File: config.mk
export PLATFORM = sky130hd
export DESIGN_NAME = risc_eunit_flat
export DESIGN_NICKNAME = d
export VERILOG_FILES = /design/src/rtl/risc_eunit_if.sv /design/src/rtl/risc_eunit.sv /design/src/flat_wrapper.sv
export SDC_FILE = /design/constraint.sdc
export NUM_CORES = 1
export LEC_CHECK = 0
export BUFFER_PORTS_ARGS = -buffer_cell sky130_fd_sc_hd__buf_4
export CORE_ASPECT_RATIO = 0.8
export CORE_MARGIN = 2
export CORE_UTILIZATION = 44
export CTS_CLUSTER_DIAMETER = 50
export DETAILED_ROUTE_END_ITERATION = 16
export PLACE_DENSITY_LB_ADDON = 0.25
export SETUP_SLACK_MARGIN = 0.4
export SYNTH_ARGS = -nofsm -noshare
export SYNTH_HDL_FRONTEND = slang
export SYNTH_SLANG_ARGS = --single-unit
File: constraint.sdc
create_clock -name clk -period 10.9 [get_ports clk]
set_input_delay 3.27 -clock clk [delete_from_list [all_inputs] [get_ports clk]]
set_output_delay 3.27 -clock clk [all_outputs]
set_load 0.01 [all_outputs]
File: src/rtl/risc_eunit_if.sv
// Bus bundle for risc_eunit: instruction/enable in, loader and debug ports, writeback outputs.
// The fetch side (master) drives ir/en/loader/debug address; the execution unit (slave) returns results.
interface risc_eunit_if #(
  parameter int DW = 8
);
  logic [12:0]   ir;
  logic          en;
  logic          init_we;
  logic [2:0]    init_addr;
  logic [DW-1:0] init_data;
  logic [2:0]    dbg_addr;
  logic [DW-1:0] dbg_data;
  logic [DW-1:0] result;
  logic [2:0]    wb_rd;
  logic          wb_valid;
  logic          flag_z;
  logic          flag_c;
  logic          flag_n;
  logic          illegal;

  modport master (
    output ir, en, init_we, init_addr, init_data, dbg_addr,
    input  dbg_data, result, wb_rd, wb_valid, flag_z, flag_c, flag_n, illegal
  );

  modport slave (
    input  ir, en, init_we, init_addr, init_data, dbg_addr,
    output dbg_data, result, wb_rd, wb_valid, flag_z, flag_c, flag_n, illegal
  );
endinterface

File: src/rtl/risc_eunit.sv
// Two-stage execution unit: decode/operand fetch, then ALU execute and register writeback.
// Handshake: en qualifies every edge of both stages (no back-pressure); wb_valid/illegal are one-cycle pulses.
module risc_eunit #(
  parameter int DW = 8
) (
  input logic        clk,
  input logic        rst_n,
  risc_eunit_if.slave bus
);
  localparam logic [3:0] OP_NOP = 4'd0;
  localparam logic [3:0] OP_ADD = 4'd1;
  localparam logic [3:0] OP_SUB = 4'd2;
  localparam logic [3:0] OP_AND = 4'd3;
  localparam logic [3:0] OP_OR  = 4'd4;
  localparam logic [3:0] OP_XOR = 4'd5;
  localparam logic [3:0] OP_INC = 4'd6;
  localparam logic [3:0] OP_DEC = 4'd7;
  localparam logic [3:0] OP_NOT = 4'd8;
  localparam logic [3:0] OP_NEG = 4'd9;
  localparam logic [3:0] OP_SHR = 4'd10;
  localparam logic [3:0] OP_SHL = 4'd11;
  localparam logic [3:0] OP_ROR = 4'd12;
  localparam logic [3:0] OP_ROL = 4'd13;

  logic [DW-1:0] rf [8];

  logic          s1_valid;
  logic [3:0]    s1_op;
  logic [2:0]    s1_rd;
  logic [DW-1:0] s1_a;
  logic [DW-1:0] s1_b;

  logic [DW-1:0] alu_res;
  logic          alu_c;
  logic          alu_wr;
  logic          alu_ill;
  logic          wb_fire;

  logic [DW-1:0] result_q;
  logic [2:0]    wb_rd_q;
  logic          wb_valid_q;
  logic          illegal_q;
  logic          z_q, c_q, n_q;

  logic [2:0]    rs1, rs2;
  logic [DW-1:0] op_a, op_b;

  always_comb begin
    alu_res = '0;
    alu_c   = 1'b0;
    alu_wr  = 1'b1;
    alu_ill = 1'b0;
    case (s1_op)
      OP_ADD: {alu_c, alu_res} = {1'b0, s1_a} + {1'b0, s1_b};
      OP_SUB: begin alu_res = s1_a - s1_b; alu_c = (s1_b > s1_a); end
      OP_AND: alu_res = s1_a & s1_b;
      OP_OR:  alu_res = s1_a | s1_b;
      OP_XOR: alu_res = s1_a ^ s1_b;
      OP_INC: {alu_c, alu_res} = {1'b0, s1_a} + (DW+1)'(1);
      OP_DEC: begin alu_res = s1_a - DW'(1); alu_c = (s1_a == '0); end
      OP_NOT: alu_res = ~s1_a;
      OP_NEG: begin alu_res = '0 - s1_a; alu_c = |s1_a; end
      OP_SHR: begin alu_res = {1'b0, s1_a[DW-1:1]}; alu_c = s1_a[0]; end
      OP_SHL: begin alu_res = {s1_a[DW-2:0], 1'b0}; alu_c = s1_a[DW-1]; end
      OP_ROR: begin alu_res = {s1_a[0], s1_a[DW-1:1]}; alu_c = s1_a[0]; end
      OP_ROL: begin alu_res = {s1_a[DW-2:0], s1_a[DW-1]}; alu_c = s1_a[DW-1]; end
      OP_NOP: alu_wr = 1'b0;
      default: begin alu_wr = 1'b0; alu_ill = 1'b1; end
    endcase
  end

  assign wb_fire = bus.en & s1_valid & alu_wr;
  assign rs1     = bus.ir[5:3];
  assign rs2     = bus.ir[2:0];

  // Forward the result being written this edge so back-to-back dependents see it.
  assign op_a = (wb_fire && (s1_rd == rs1)) ? alu_res : rf[rs1];
  assign op_b = (wb_fire && (s1_rd == rs2)) ? alu_res : rf[rs2];

  // Writeback is the later assignment, so it wins a same-register loader collision.
  always_ff @(posedge clk or negedge rst_n) begin
    if (!rst_n) begin
      for (int i = 0; i < 8; i++) rf[i] <= '0;
    end else begin
      if (bus.init_we) rf[bus.init_addr] <= bus.init_data;
      if (wb_fire)     rf[s1_rd]         <= alu_res;
    end
  end

  always_ff @(posedge clk or negedge rst_n) begin
    if (!rst_n) begin
      s1_valid   <= 1'b0;
      s1_op      <= OP_NOP;
      s1_rd      <= '0;
      s1_a       <= '0;
      s1_b       <= '0;
      result_q   <= '0;
      wb_rd_q    <= '0;
      wb_valid_q <= 1'b0;
      illegal_q  <= 1'b0;
      z_q        <= 1'b0;
      c_q        <= 1'b0;
      n_q        <= 1'b0;
    end else begin
      wb_valid_q <= wb_fire;
      illegal_q  <= bus.en & s1_valid & alu_ill;
      if (bus.en) begin
        s1_valid <= 1'b1;
        s1_op    <= bus.ir[12:9];
        s1_rd    <= bus.ir[8:6];
        s1_a     <= op_a;
        s1_b     <= op_b;
        if (s1_valid && alu_wr) begin
          result_q <= alu_res;
          wb_rd_q  <= s1_rd;
          z_q      <= (alu_res == '0);
          c_q      <= alu_c;
          n_q      <= alu_res[DW-1];
        end
      end
    end
  end

  assign bus.dbg_data = rf[bus.dbg_addr];
  assign bus.result   = result_q;
  assign bus.wb_rd    = wb_rd_q;
  assign bus.wb_valid = wb_valid_q;
  assign bus.illegal  = illegal_q;
  assign bus.flag_z   = z_q;
  assign bus.flag_c   = c_q;
  assign bus.flag_n   = n_q;
endmodule

File: src/flat_wrapper.sv
// flat-port wrapper written by rule: the top's interface ports become plain ports
module risc_eunit_flat 
#(
  parameter int DW = 8
)
  (clk, rst_n, bus_ir, bus_en, bus_init_we, bus_init_addr, bus_init_data, bus_dbg_addr, bus_dbg_data, bus_result, bus_wb_rd, bus_wb_valid, bus_flag_z, bus_flag_c, bus_flag_n, bus_illegal);
  risc_eunit_if #(.DW(DW)) bus_i ();
  input logic clk;
  input logic rst_n;
  input wire logic [$bits(bus_i.ir)-1:0] bus_ir;
  input wire logic [$bits(bus_i.en)-1:0] bus_en;
  input wire logic [$bits(bus_i.init_we)-1:0] bus_init_we;
  input wire logic [$bits(bus_i.init_addr)-1:0] bus_init_addr;
  input wire logic [$bits(bus_i.init_data)-1:0] bus_init_data;
  input wire logic [$bits(bus_i.dbg_addr)-1:0] bus_dbg_addr;
  output wire logic [$bits(bus_i.dbg_data)-1:0] bus_dbg_data;
  output wire logic [$bits(bus_i.result)-1:0] bus_result;
  output wire logic [$bits(bus_i.wb_rd)-1:0] bus_wb_rd;
  output wire logic [$bits(bus_i.wb_valid)-1:0] bus_wb_valid;
  output wire logic [$bits(bus_i.flag_z)-1:0] bus_flag_z;
  output wire logic [$bits(bus_i.flag_c)-1:0] bus_flag_c;
  output wire logic [$bits(bus_i.flag_n)-1:0] bus_flag_n;
  output wire logic [$bits(bus_i.illegal)-1:0] bus_illegal;
  assign bus_i.ir = bus_ir;
  assign bus_i.en = bus_en;
  assign bus_i.init_we = bus_init_we;
  assign bus_i.init_addr = bus_init_addr;
  assign bus_i.init_data = bus_init_data;
  assign bus_i.dbg_addr = bus_dbg_addr;
  assign bus_dbg_data = bus_i.dbg_data;
  assign bus_result = bus_i.result;
  assign bus_wb_rd = bus_i.wb_rd;
  assign bus_wb_valid = bus_i.wb_valid;
  assign bus_flag_z = bus_i.flag_z;
  assign bus_flag_c = bus_i.flag_c;
  assign bus_flag_n = bus_i.flag_n;
  assign bus_illegal = bus_i.illegal;
  risc_eunit #(.DW(DW)) u_core (.clk(clk), .rst_n(rst_n), .bus(bus_i));
endmodule
==> metrics.md <==
| Metric | Value |
|---|---|
| CP dominant cell by count | `buf_4` |
| Post-Route WL | `24200 um` |
| Met1 Usage GRT | `39.2%` |
| Setup bufs post-CTS | `0` |
| # rows | `44` |
| Port buffer count | `54` |
| Sequential-to-total area share from yosys stat | `31.3%` |
| Pwr Total | `2290 uW` |
| Clock skew | `15.3 ps` |
| Worst-skew pair later-pin latency | `360 ps` |
| Drt initial violations | `743` |
| Most common cell after layout, fill and taps aside | `dfrtp_1` |
| FMAX | `127 MHz` |
| Setup violations, final | `0` |
| Chip width | `157 um` |
| EDFF count, synth | `0` |
| Global-route wire length before repair | `38000 um` |
| Status | `finished clean` |
| Filler instances | `1645` |
| # DRC | `0` |
| Async SR Flop Fraction | `100%` |
| Global routing's busiest layer | `met1` |
| CP required | `7630 ps` |
| Syn Inst Count | `827` |
| Mean Syn Cell Area | `9.96 um^2` |
| Setup tns final | `0 ps` |
| Hold crit path type | `reg -> reg` |
| Diode count | `0` |
| Die Area | `0.0198 mm^2` |
| Fin cells | `1083` |
| Max-cap viol count | `0` |
| Initial antenna violation count | `0` |
| Slowest CP cell | `mux4_2` |
| Element type at the critical path end | `output pin` |
| Pre-antenna DRT Iters | `6` |
| Post-synthesis net count | `887` |
| Worst setup SP type | `primary input` |
| Pre-CTS WS | `3040 ps` |
| CTS H-tree lvls | `3` |
| Worst Tran Pin Value | `1190 ps` |
| Fin. Hold Viols | `0` |
| Largest fanout on the critical path | `16` |
| Met2 track demand over resource | `36.1%` |
| Critical setup path kind | `in -> out` |
| Final net count | `885` |
| CP Cell Sequence | `buf_4 -> mux4_2 -> mux2_2 -> buf_4` |
| Number of global-route vias before repair | `6455` |
| Syn-to-layout area delta | `8.91%` |
| Mean number of vias per cell | `6.21` |
| Cts hold-fix bufs | `0` |
| Met3 Use GR | `6.49%` |
| CTS tree | `yes` |
| Routed vias | `6729` |
| Die height | `126 um` |
| CTS Buffer Depth | `2` |
| Worst Path Arrival | `4580 ps` |
| Most frequent cells in the layout | `dfrtp_1 (103), nand2_1 (82), mux2_2 (76)` |
| Most used DFF post-synth | `dfrtp_1` |
| Post-synth cell types | `76` |
| Clock sinks | `103` |
| Initial Utilization | `45.2%` |
| Pleak | `0.00375 uW` |
| Global Route Usage Sum | `25.4%` |
| VDD IR-drop max | `0.000104 V` |
| Grt ovf | `0` |
| Post-CTS Resized | `0` |
| Top delay family on crit path | `multiplexers` |
| Final RePlAce weighted congestion | `0.949` |
| Clk root buf | `clkbuf_16` |
| Total CTS buffers | `9` |
| RSZ-0062 raised after global routing | `false` |
| DPL Wire Length | `16500 um` |
| Share of cells above drive strength 1 | `27.0%` |
| Slew Limit Fails | `0` |
| Core ar. | `0.0182 mm^2` |
| Final worst slack | `3050 ps` |
| Flip-flop and latch count after synthesis | `103` |
| Wire per inst | `22.4 um` |
| Clock slew at reported path FFs | `80 ps` |
| Post-layout minimum cycle time | `7850 ps` |
| Synth warn | `0` |
| Final Cycle Share | `72.0%` |
| ANT nets after route | `0` |
| Slew HR | `20.6%` |
| IO Count | `55` |
| Post-Syn Area | `0.00824 mm^2` |
| Largest net degree at the start of global routing | `74` |
| Placed cell count | `1067` |
| CP bufs+invs | `2` |
| Slowest stage delay, CP | `550 ps` |
| Pwr dens | `255 mW/mm^2` |
==> area by class of cell <==
| class | instances | area, um^2 | share of cell area [%] |
|---|---|---|---|
| Timing Repair Buffer | 63 | 473 | 5.27 |
| Inverter | 26 | 97.6 | 1.09 |
| Clock inverter | 7 | 70.1 | 0.781 |
| Clock buffer | 9 | 225 | 2.51 |
| Multi-Input combinational cell | 622 | 5210 | 58.1 |
| Sequential cell | 103 | 2580 | 28.7 |
| Tap cell | 253 | 317 | 3.53 |
==> metal layers <==
metal	vias up	wire length, um
met1	3316	11300
met3	29	2280
met2	325	10300
met4	0	344
met5	-	0
li1	3059	-
==> stage by stage <==
stage               instance area, um^2  hold slack [ps]  utilization [%]
floorplan                          8240              439                -
detailed placement                 8680              460             47.6
finish                             8970              479             49.2
CTS                                8970              478             49.2
global placement                   8680              454             47.6
global route                       8970              502             49.2
==> Yosys cell counts, drive strengths merged (4+ instances only) <==
master   count  share of area [%]
inv         25                1.1
a31oi        4               0.30
o22ai        7               0.61
ha          27                4.1
nand4        8               0.61
nor3b        4               0.61
o211ai       7               0.64
o21ai       63                3.8
nand4b       4               0.43
nand2b       8               0.61
nor4b        4               0.43
nor2b        8               0.61
nor3        12               0.73
clkbuf      40                1.8
a22oi        5               0.46
a21oi       48                3.0
mux2i       45                5.5
o311ai       5               0.74
mux4        48                 13
buf         36                2.5
xnor2        9               0.96
mux2        76                 10
o32ai        5               0.53
nand3       13               0.79
a2bb2oi      5               0.53
a211oi       6               0.67
nand2       82                3.7
dfrtp      103                 31
nor2        59                2.7
==> sequential cells by signal (all words and copies together), names as in the netlist, 3 cells and up <==
register	flops
u_core.rf	64
u_core.s1_a	8
u_core.s1_b	8
u_core.bus.result	7
u_core.s1_op	4
u_core.bus.wb_rd	3
u_core.s1_rd	3
==> final timing paths <==
check / to / startpoint / depth (start not counted) / slack (ps)
max: bus_dbg_data[4] / bus_dbg_addr[0] / 4 / 3050
min: u_core.s1_valid / u_core.s1_valid / 1 / 480
max reg2reg: u_core.bus.flag_z / u_core.s1_a[1] / 9 / 6810
min reg2reg: u_core.s1_valid / u_core.s1_valid / 1 / 480
max in group asynchronous: u_core.s1_b[3] / rst_n / 2 / 6750
min in group asynchronous: u_core.bus.result[5] / rst_n / 1 / 2820
==> kinds of logic (layout without fill, tap and decap cells) <==
family          after synthesis  after routing  synth area share, %
buf+inv                     102            105                 5.50
simple gates                224            224                 13.4
compound gates              188            188                 15.0
xor+xnor                     12             12                 1.28
fa+ha+maj                    29             29                 4.59
mux                         169            169                 29.0
flops                       103            103                 31.3
==> power by group <==
part | switching, uW | leakage (uW) | total, uW | internal (uW)
Combinational | 644 | 0.00238 | 1220 | 574
Sequential | 202 | 0.00123 | 742 | 540
Clock | 163 | 0.000147 | 326 | 162
Total | 1010 | 0.00375 | 2290 | 1280
Power figures use the tool's default switching activity.
